`src/rtl/seven_seg_scan.sv`:
```
// rtl/seven_seg_scan.sv - N-digit multiplexed seven-segment driver with blank-gap scanning and blink
module seven_seg_scan #(
  parameter int NUM_DIGITS  = 4,
  parameter int REFRESH_DIV = 100000,
  parameter int BLINK_DIV   = 64,
  localparam int AW = (NUM_DIGITS > 2) ? $clog2(NUM_DIGITS) : 1
) (
  input  logic                  CLK,
  input  logic                  RESET,
  input  logic                  EN,
  input  logic                  CLEAR,
  input  logic                  WR_EN,
  input  logic [AW-1:0]         WR_ADDR,
  input  logic [4:0]            WR_GLYPH,
  input  logic                  WR_DP,
  input  logic                  WR_BLINK,
  output logic [NUM_DIGITS-1:0] SEL,
  output logic [7:0]            DIGIT,
  output logic                  FRAME_TICK
);

  localparam int PW = (REFRESH_DIV > 1) ? $clog2(REFRESH_DIV) : 1;
  localparam int BW = (BLINK_DIV > 1) ? $clog2(BLINK_DIV) : 1;
  localparam logic [PW-1:0] PRESC_LAST = PW'(REFRESH_DIV - 1);
  localparam logic [BW-1:0] BLINK_LAST = BW'(BLINK_DIV - 1);
  localparam logic [AW-1:0] IDX_LAST   = AW'(NUM_DIGITS - 1);

  typedef enum logic [1:0] {
    S_IDLE  = 2'd0,
    S_BLANK = 2'd1,
    S_DRIVE = 2'd2
  } state_t;

  state_t                  state, state_next;
  logic [AW-1:0]           idx, idx_next;
  logic [PW-1:0]           presc, presc_next;
  logic                    wrap;
  logic [BW-1:0]           blink_cnt;
  logic                    blink_phase;
  logic [4:0]              glyph [NUM_DIGITS];
  logic [NUM_DIGITS-1:0]   dp_bits;
  logic [NUM_DIGITS-1:0]   blink_bits;
  logic [NUM_DIGITS-1:0]   sel_d;
  logic [7:0]              digit_d;

  // Glyph code to active-low {dp,g,f,e,d,c,b,a}; dp is merged in later.
  function automatic logic [7:0] decode(input logic [4:0] g);
    logic [7:0] seg;
    case (g)
      5'h00: seg = 8'hC0;
      5'h01: seg = 8'hF9;
      5'h02: seg = 8'hA4;
      5'h03: seg = 8'hB0;
      5'h04: seg = 8'h99;
      5'h05: seg = 8'h92;
      5'h06: seg = 8'h82;
      5'h07: seg = 8'hF8;
      5'h08: seg = 8'h80;
      5'h09: seg = 8'h90;
      5'h0A: seg = 8'h88;
      5'h0B: seg = 8'h83;
      5'h0C: seg = 8'hC6;
      5'h0D: seg = 8'hA1;
      5'h0E: seg = 8'h86;
      5'h0F: seg = 8'h8E;
      5'h10: seg = 8'hC7;
      5'h11: seg = 8'hAF;
      5'h12: seg = 8'h8E;
      5'h13: seg = 8'h83;
      5'h14: seg = 8'hBF;
      default: seg = 8'hFF;
    endcase
    return seg;
  endfunction

  // Scan state register: state, digit index and slot prescaler.
  always_ff @(posedge CLK) begin
    if (RESET) begin
      state <= S_IDLE;
      idx   <= '0;
      presc <= '0;
    end else begin
      state <= state_next;
      idx   <= idx_next;
      presc <= presc_next;
    end
  end

  // Next-state logic; wrap marks the drive-to-blank step that returns to digit 0.
  always_comb begin
    state_next = state;
    idx_next   = idx;
    presc_next = presc;
    wrap       = 1'b0;
    if (!EN) begin
      state_next = S_IDLE;
      idx_next   = '0;
      presc_next = '0;
    end else begin
      case (state)
        S_IDLE: begin
          state_next = S_BLANK;
          idx_next   = '0;
          presc_next = '0;
        end
        S_BLANK: begin
          state_next = S_DRIVE;
          presc_next = '0;
        end
        S_DRIVE: begin
          if (presc == PRESC_LAST) begin
            state_next = S_BLANK;
            presc_next = '0;
            if (idx == IDX_LAST) begin
              idx_next = '0;
              wrap     = 1'b1;
            end else begin
              idx_next = idx + 1'b1;
            end
          end else begin
            presc_next = presc + 1'b1;
          end
        end
        default: begin
          state_next = S_IDLE;
          idx_next   = '0;
          presc_next = '0;
        end
      endcase
    end
  end

  // Blink phase flips after every BLINK_DIV frame wraps; cleared whenever scanning stops.
  always_ff @(posedge CLK) begin
    if (RESET || !EN) begin
      blink_cnt   <= '0;
      blink_phase <= 1'b0;
    end else if (wrap) begin
      if (blink_cnt == BLINK_LAST) begin
        blink_cnt   <= '0;
        blink_phase <= ~blink_phase;
      end else begin
        blink_cnt <= blink_cnt + 1'b1;
      end
    end
  end

  // Glyph register file; clear beats a same-cycle write, out-of-range addresses are dropped.
  always_ff @(posedge CLK) begin
    if (RESET || CLEAR) begin
      for (int i = 0; i < NUM_DIGITS; i++) begin
        glyph[i] <= 5'h1F;
      end
      dp_bits    <= '0;
      blink_bits <= '0;
    end else if (WR_EN && (int'(WR_ADDR) < NUM_DIGITS)) begin
      glyph[WR_ADDR]      <= WR_GLYPH;
      dp_bits[WR_ADDR]    <= WR_DP;
      blink_bits[WR_ADDR] <= WR_BLINK;
    end
  end

  // Pin values for the current state; blinking digits keep their anode but go dark.
  always_comb begin
    sel_d   = '1;
    digit_d = 8'hFF;
    if (state == S_DRIVE) begin
      for (int i = 0; i < NUM_DIGITS; i++) begin
        sel_d[i] = (idx != AW'(i));
      end
      if (!(blink_bits[idx] && blink_phase)) begin
        digit_d = decode(glyph[idx]) & {~dp_bits[idx], 7'h7F};
      end
    end
  end

  // Registered pin drivers, one cycle behind the scan state.
  always_ff @(posedge CLK) begin
    if (RESET) begin
      SEL        <= '1;
      DIGIT      <= 8'hFF;
      FRAME_TICK <= 1'b0;
    end else begin
      SEL        <= sel_d;
      DIGIT      <= digit_d;
      FRAME_TICK <= wrap;
    end
  end

endmodule

```
`config.mk`:
```
export PLATFORM = sky130hd
export DESIGN_NAME = seven_seg_scan
export DESIGN_NICKNAME = d
export VERILOG_FILES = /design/src/rtl/seven_seg_scan.sv
export SDC_FILE = /design/constraint.sdc
export NUM_CORES = 1
export LEC_CHECK = 0
export CORE_ASPECT_RATIO = 1.1
export CORE_MARGIN = 8
export CORE_UTILIZATION = 45
export DETAILED_ROUTE_END_ITERATION = 8
export PLACE_DENSITY_LB_ADDON = 0.25
export SLEW_MARGIN = 20
export SYNTH_ARGS = -nofsm -noshare
export SYNTH_HDL_FRONTEND = slang
export SYNTH_SLANG_ARGS = --single-unit
```
`constraint.sdc`:
```
create_clock -name CLK -period 2.73 [get_ports CLK]
set_input_delay 0.819 -clock CLK [delete_from_list [all_inputs] [get_ports CLK]]
set_output_delay 0.819 -clock CLK [all_outputs]
set_load 0.02 [all_outputs]
```
# Word-level counts from Yosys, hierarchy flattened

Memory sizes are Yosys's and may differ from the RTL's. A register that Yosys moved wholly into a read port is not among the register bits.
Cells that the tools add are included.

Bits in registers: 49
RAM bits: 20
ROM bits: 224
Memories: 2

Memory list:

| memory          | depth | width | read ports | clocked after memory_dff | wr ports | RTL line | text |
|---|---|---|---|---|---|---|---|
| (no name shown) | 32    | 7     | 1          | 0                        | 0        | 49       | `case (g)` |
| glyph           | 4     | 5     | 1          | 1                        | 4        | 40       | `logic [4:0] glyph [NUM_DIGITS];` |

Add/subtract/negate cells: 3
Order comparisons: 3
Eq/ne operators: 9
Multiplexer cells: 30
Bitwise logic cells: 6
Reductions and logical operators: 14

Operator list:

| operator                                                              | count |
|---|---|
| 17-bit by 1-bit adder with 17-bit output (second input constant)      | 1 |
| 17-bit == test (second input constant)                                | 1 |
| 8-bit 2-to-1 mux                                                      | 2 |
| 1-bit 2-to-1 mux                                                      | 13 |
| 2-bit 2-to-1 mux                                                      | 6 |
| 8-bit bitwise AND                                                     | 1 |
| 4-bit bitwise mux                                                     | 2 |
| 6-bit by 1-bit adder with 6-bit output (second input constant)        | 1 |
| 6-bit == test (second input constant)                                 | 1 |
| 2-bit by 3-bit < comparator with 1-bit output (second input constant) | 2 |
| 6-bit 2-to-1 mux                                                      | 1 |
| 2-bit != test (second input constant)                                 | 3 |
| 2-bit one-hot mux with 3 select lines                                 | 1 |
| 5-bit 2-to-1 mux                                                      | 1 |
| 1-bit inverter                                                        | 5 |
| 5-bit OR reduction                                                    | 1 |
| 1-bit binary-select mux with 2-bit select                             | 2 |
| 2-bit == test (second input constant)                                 | 2 |
| 2-bit one-hot mux with 2 select lines                                 | 1 |
| 2-bit AND reduction                                                   | 2 |
| 2-bit OR reduction                                                    | 2 |
| 4-bit OR reduction                                                    | 1 |
| 3-bit OR reduction                                                    | 1 |
| 2-bit by 1-bit adder with 2-bit output (second input constant)        | 1 |
| other kinds (9)                                                       | 11 |

# Longest topological paths before layout

Depth in word-level cells: 6
Gate-level depth with buffers: 8
Depth with buffers taken out: 7

# Worst setup path after synthesis

Ideal clock, no wire load.

Path kind: register -> register
Start: register with a tool-made name
End: register DIGIT[0]
Arrival: 2.017 ns
Data required time: 2.651 ns
Path slack: 0.634 ns
Stages on the path, launching flop included: 9
Path buffers: 1
Path through: dfxtp_1 > buf_2 > mux4_2 > inv_1 > ha_1 > mux2i_1 > a311oi_1 > o21ai_0 > o211ai_1

RTL lines:

| what                   | RTL line | text |
|---|---|---|
| end signal: assignment | 185      | `DIGIT <= digit_d;` |
| end: declaration       | 18       | `output logic [7:0] DIGIT,` |

==> summary.txt <==
Drt
  – Per-cell via count in the routed design: 5.29
  – Antenna Nets Post-Route: 0
  – DRC violation count after routing: 0
  – Routed via count: 2390
  – DR WL/cell: 13.8 µm
  – Number of violations reported at the end of detailed-routing iteration 0: between 100 and 150
  – Initial DRT Pass Iterations: 4
  – Wire length after detailed routing: 6230 µm

Clock network
  – TritonCTS clock tree: done
  – Post-cts sizing count: 0
  – Count of H-tree levels built during CTS: 3
  – Clock transition at the registers of the reported paths: 0.08 ns
  – Worst skew pair latency: approximately 0.33 ns
  – Clock root buffer master: clkbuf_8
  – Clock buffer count from CTS: 9
  – CTS Hold Bufs: 0
  – Maximum buffer depth of the clock tree: 2
  – Clk sink count: slightly above 70
  – Setup bufs post-CTS: 0

Finish
  – Area of combinational cells with multiple inputs: ~1600 µm²
  – Final #Nets: between 300 and 400
  – Share of layout cells above drive strength 1: 0.101
  – Antenna diode instance count: 0
  – Number of filler instances in the final layout: 649
  – Utilization of the core after routing: 0.549
  – Count of non-filler cells in the finished layout: approximately 450
  – Final Instance Area: 3870 µm²
  – Area Growth Syn to Fin: 17.5%
  – Sequential cell area: ~1600 µm²

Setup path
  – Setup crit start kind: flip-flop
  – Type of element capturing the critical path: flip-flop
  – Critical-path maximum fanout: 7
  – Category of the critical setup timing path: reg2reg
  – Worst R2R Setup Slack: approximately 0.4 ns
  – Worst path arrival time: between 2 and 3 ns
  – Critical Path RT: between 2 and 3 ns
  – Worst R2R Path Depth: 7
  – End of the worst register-to-register path: DIGIT[0]

STA
  – Setup skew after layout: 0.00818 ns
  – Max-slew headroom: 0.512
  – Pins Over Slew Limit: 0
  – Minimum setup slack in the final design: around 0.40 ns
  – Hold violation count in the final report: 0
  – FMAX: 0.430 GHz
  – Share of the clock period used by the worst path after layout: 0.852
  – Finish-stage setup viols: 0
  – Least-Margin Pin Slew: just over 0.7 ns
  – Setup TNS: 0 ns
  – Final-layout worst hold slack: 0.448 ns
  – Min Tclk post-route: about 2.3 ns
  – Unrepaired setup endpoints after global routing: false

Die
  – Die Y-Extent: 106 µm
  – Die X-Extent: between 90 and 100 µm
  – I/O pin count: 27
  – Standard-cell row count: 32
  – Effective utilization at floorplan: 0.467
  – Die Footprint: around 10000 µm²
  – Core region area: ~7000 µm²

Hold path
  – Tightest Hold Check Type: reg2reg
  – Number of cells on the worst hold path: 1
  – Startpoint of the most critical hold path: state[0]
  – Hold worst-path end: state[0]

Placed design
  – # placed instances: about 440
  – Post-detail-place hpwl: 4600 µm
  – Placer's final routability congestion estimate: around 0.78
  – Placement-stage worst setup slack: 0.192 ns
  – Port bufs: 26
  – Post-place instance area: 3680 µm²

Yosys
  – Share of the yosys chip area belonging to registers: 0.493
  – Area contributors post-synth: dfxtp_1 31%, edfxtp_1 18%, ha_1 5.3%, mux2i_1 5.2%, nor2_1 4.8%
  – Synth Cell Area: 3290 µm²
  – Area share of the leading cell type in the synthesized netlist: 0.310
  – Syn_nets: between 300 and 400
  – Top_reg_cell synth: dfxtp_1
  – Post-synthesis async set-or-reset flop share: 0
  – Netlist cell types: just over 50
  – Most instantiated cells after synthesis: 51 x dfxtp_1, 42 x nor2_1, 41 x nand2_1, 20 x edfxtp_1, 17 x mux2i_1
  – Post-Syn Instances: approximately 330
  – Count of flip-flops with a built-in enable after synthesis: 20
  – FF+latch count, synth: just over 70
  – Yosys warnings: 0
  – Synthesized area per cell: slightly above 10 µm²
  – Most common cell in the synthesized netlist: dfxtp_1
  – Cell type with the highest aggregate area in the netlist: dfxtp_1

Pwr
  – Cell internal power dissipation: 1.58 mW
  – Total power: slightly above 2 mW
  – Worst-case vdd ir drop: 0.254 mV
  – Share of total power consumed by net switching: 0.226
  – Clock share of power: 0.389
  – Logic pwr share: 0.065
  – Relative contribution of sequential cells to total power: 0.546
  – Net Switching: roughly 0.46 mW
  – Areal power density over the cells: 527 nW/µm²
  – Leakage: 1.37 nW

Global routing
  – Remaining global-route overflow: 0
  – Tot GR Track Use: 0.124
  – Pin count of the biggest net entering global routing: 18
  – Number of antenna violations at the first check in global routing: 0
  – Wire length of the first global-routing pass: between 10000 and 15000 µm
  – Number of global-route vias before repair: between 2k and 2.5k

Outcome
  – Outcome: finished, final reports clean

Job
  – Number of max-cap violations: 0
[worst max-delay path, cell delays in order, from the launching register on]
cell	delay (ns)
dfxtp_1	0.49
mux4_2	0.65
inv_1	0.14
ha_1	0.31
mux2i_1	0.12
a311oi_1	0.25
o21ai_0	0.12
o211ai_1	0.17
[metal layers]
layer / track usage / part of all wire
met1: 0.134 / 0.42
met2: 0.223 / 0.53
met4: 0.0607 / 0.011
met3: 0.0268 / 0.038
met5: 0 / 0
[power by group through the flow]
| stage | Sequential [mW] | Clock, mW | Combinational, mW |
|---|---|---|---|
| after global routing | 1.12 | 0.854 | 0.147 |
| after CTS | 1.11 | 0.819 | 0.132 |
| after detailed placement | 1.14 | 0 | 0.131 |
| after global placement | 1.14 | 0 | 0.129 |
| after floorplan | 1.13 | 0 | 0.0813 |
| final | 1.11 | 0.792 | 0.132 |
[kinds of logic after synthesis]
family,Yosys count,share of synthesized area
compound gates,40,0.0757
flops,71,0.493
xor+xnor,15,0.0399
buf+inv,26,0.0308
mux,25,0.0997
fa+ha+maj,14,0.0533
simple gates,136,0.208
[cell usage in the layout (no fill, tap or decap), drive strengths merged, types with 12 or more instances in the layout]
cell type	Yosys	routed
clkdlybuf4s50	0	26
dfxtp	51	51
edfxtp	20	20
ha	14	14
inv	15	15
mux2i	17	17
nand2	41	41
nor2	42	42
o21ai	13	13
xor2	12	12
[worst max-delay path by stage]
stage	start	end	slack [ns]	cells after the start
floorplan	flip-flop	DIGIT[0]	0.63	8
global placement	EN	blink_cnt[5]	0.26	5
detailed placement	EN	blink_cnt[5]	0.19	5
CTS	flip-flop	DIGIT[0]	0.36	7
global route	flip-flop	DIGIT[0]	0.24	7
finish	flip-flop	DIGIT[0]	0.40	7
[sequential cells by signal, indices dropped and copies added, names as in the netlist, 2 cells and up, named ones only]
| signal | cells |
|---|---|
| SEL | 4 |
| presc | 17 |
| DIGIT | 8 |
| state | 2 |
| blink_bits | 4 |
| glyph | 20 |
| dp_bits | 4 |
| idx | 2 |
| blink_cnt | 6 |
[layout make-up]
class / count / share of cell area
tap: 85 / 0.0275
inverter: 15 / 0.0146
clock buffer: 9 / 0.0320
clock inverter: 7 / 0.0165
timing repair buffer: 35 / 0.0848
multi-input combinational: 230 / 0.405
sequential: 71 / 0.419
Note: power is estimated with default switching activity, not from simulation.
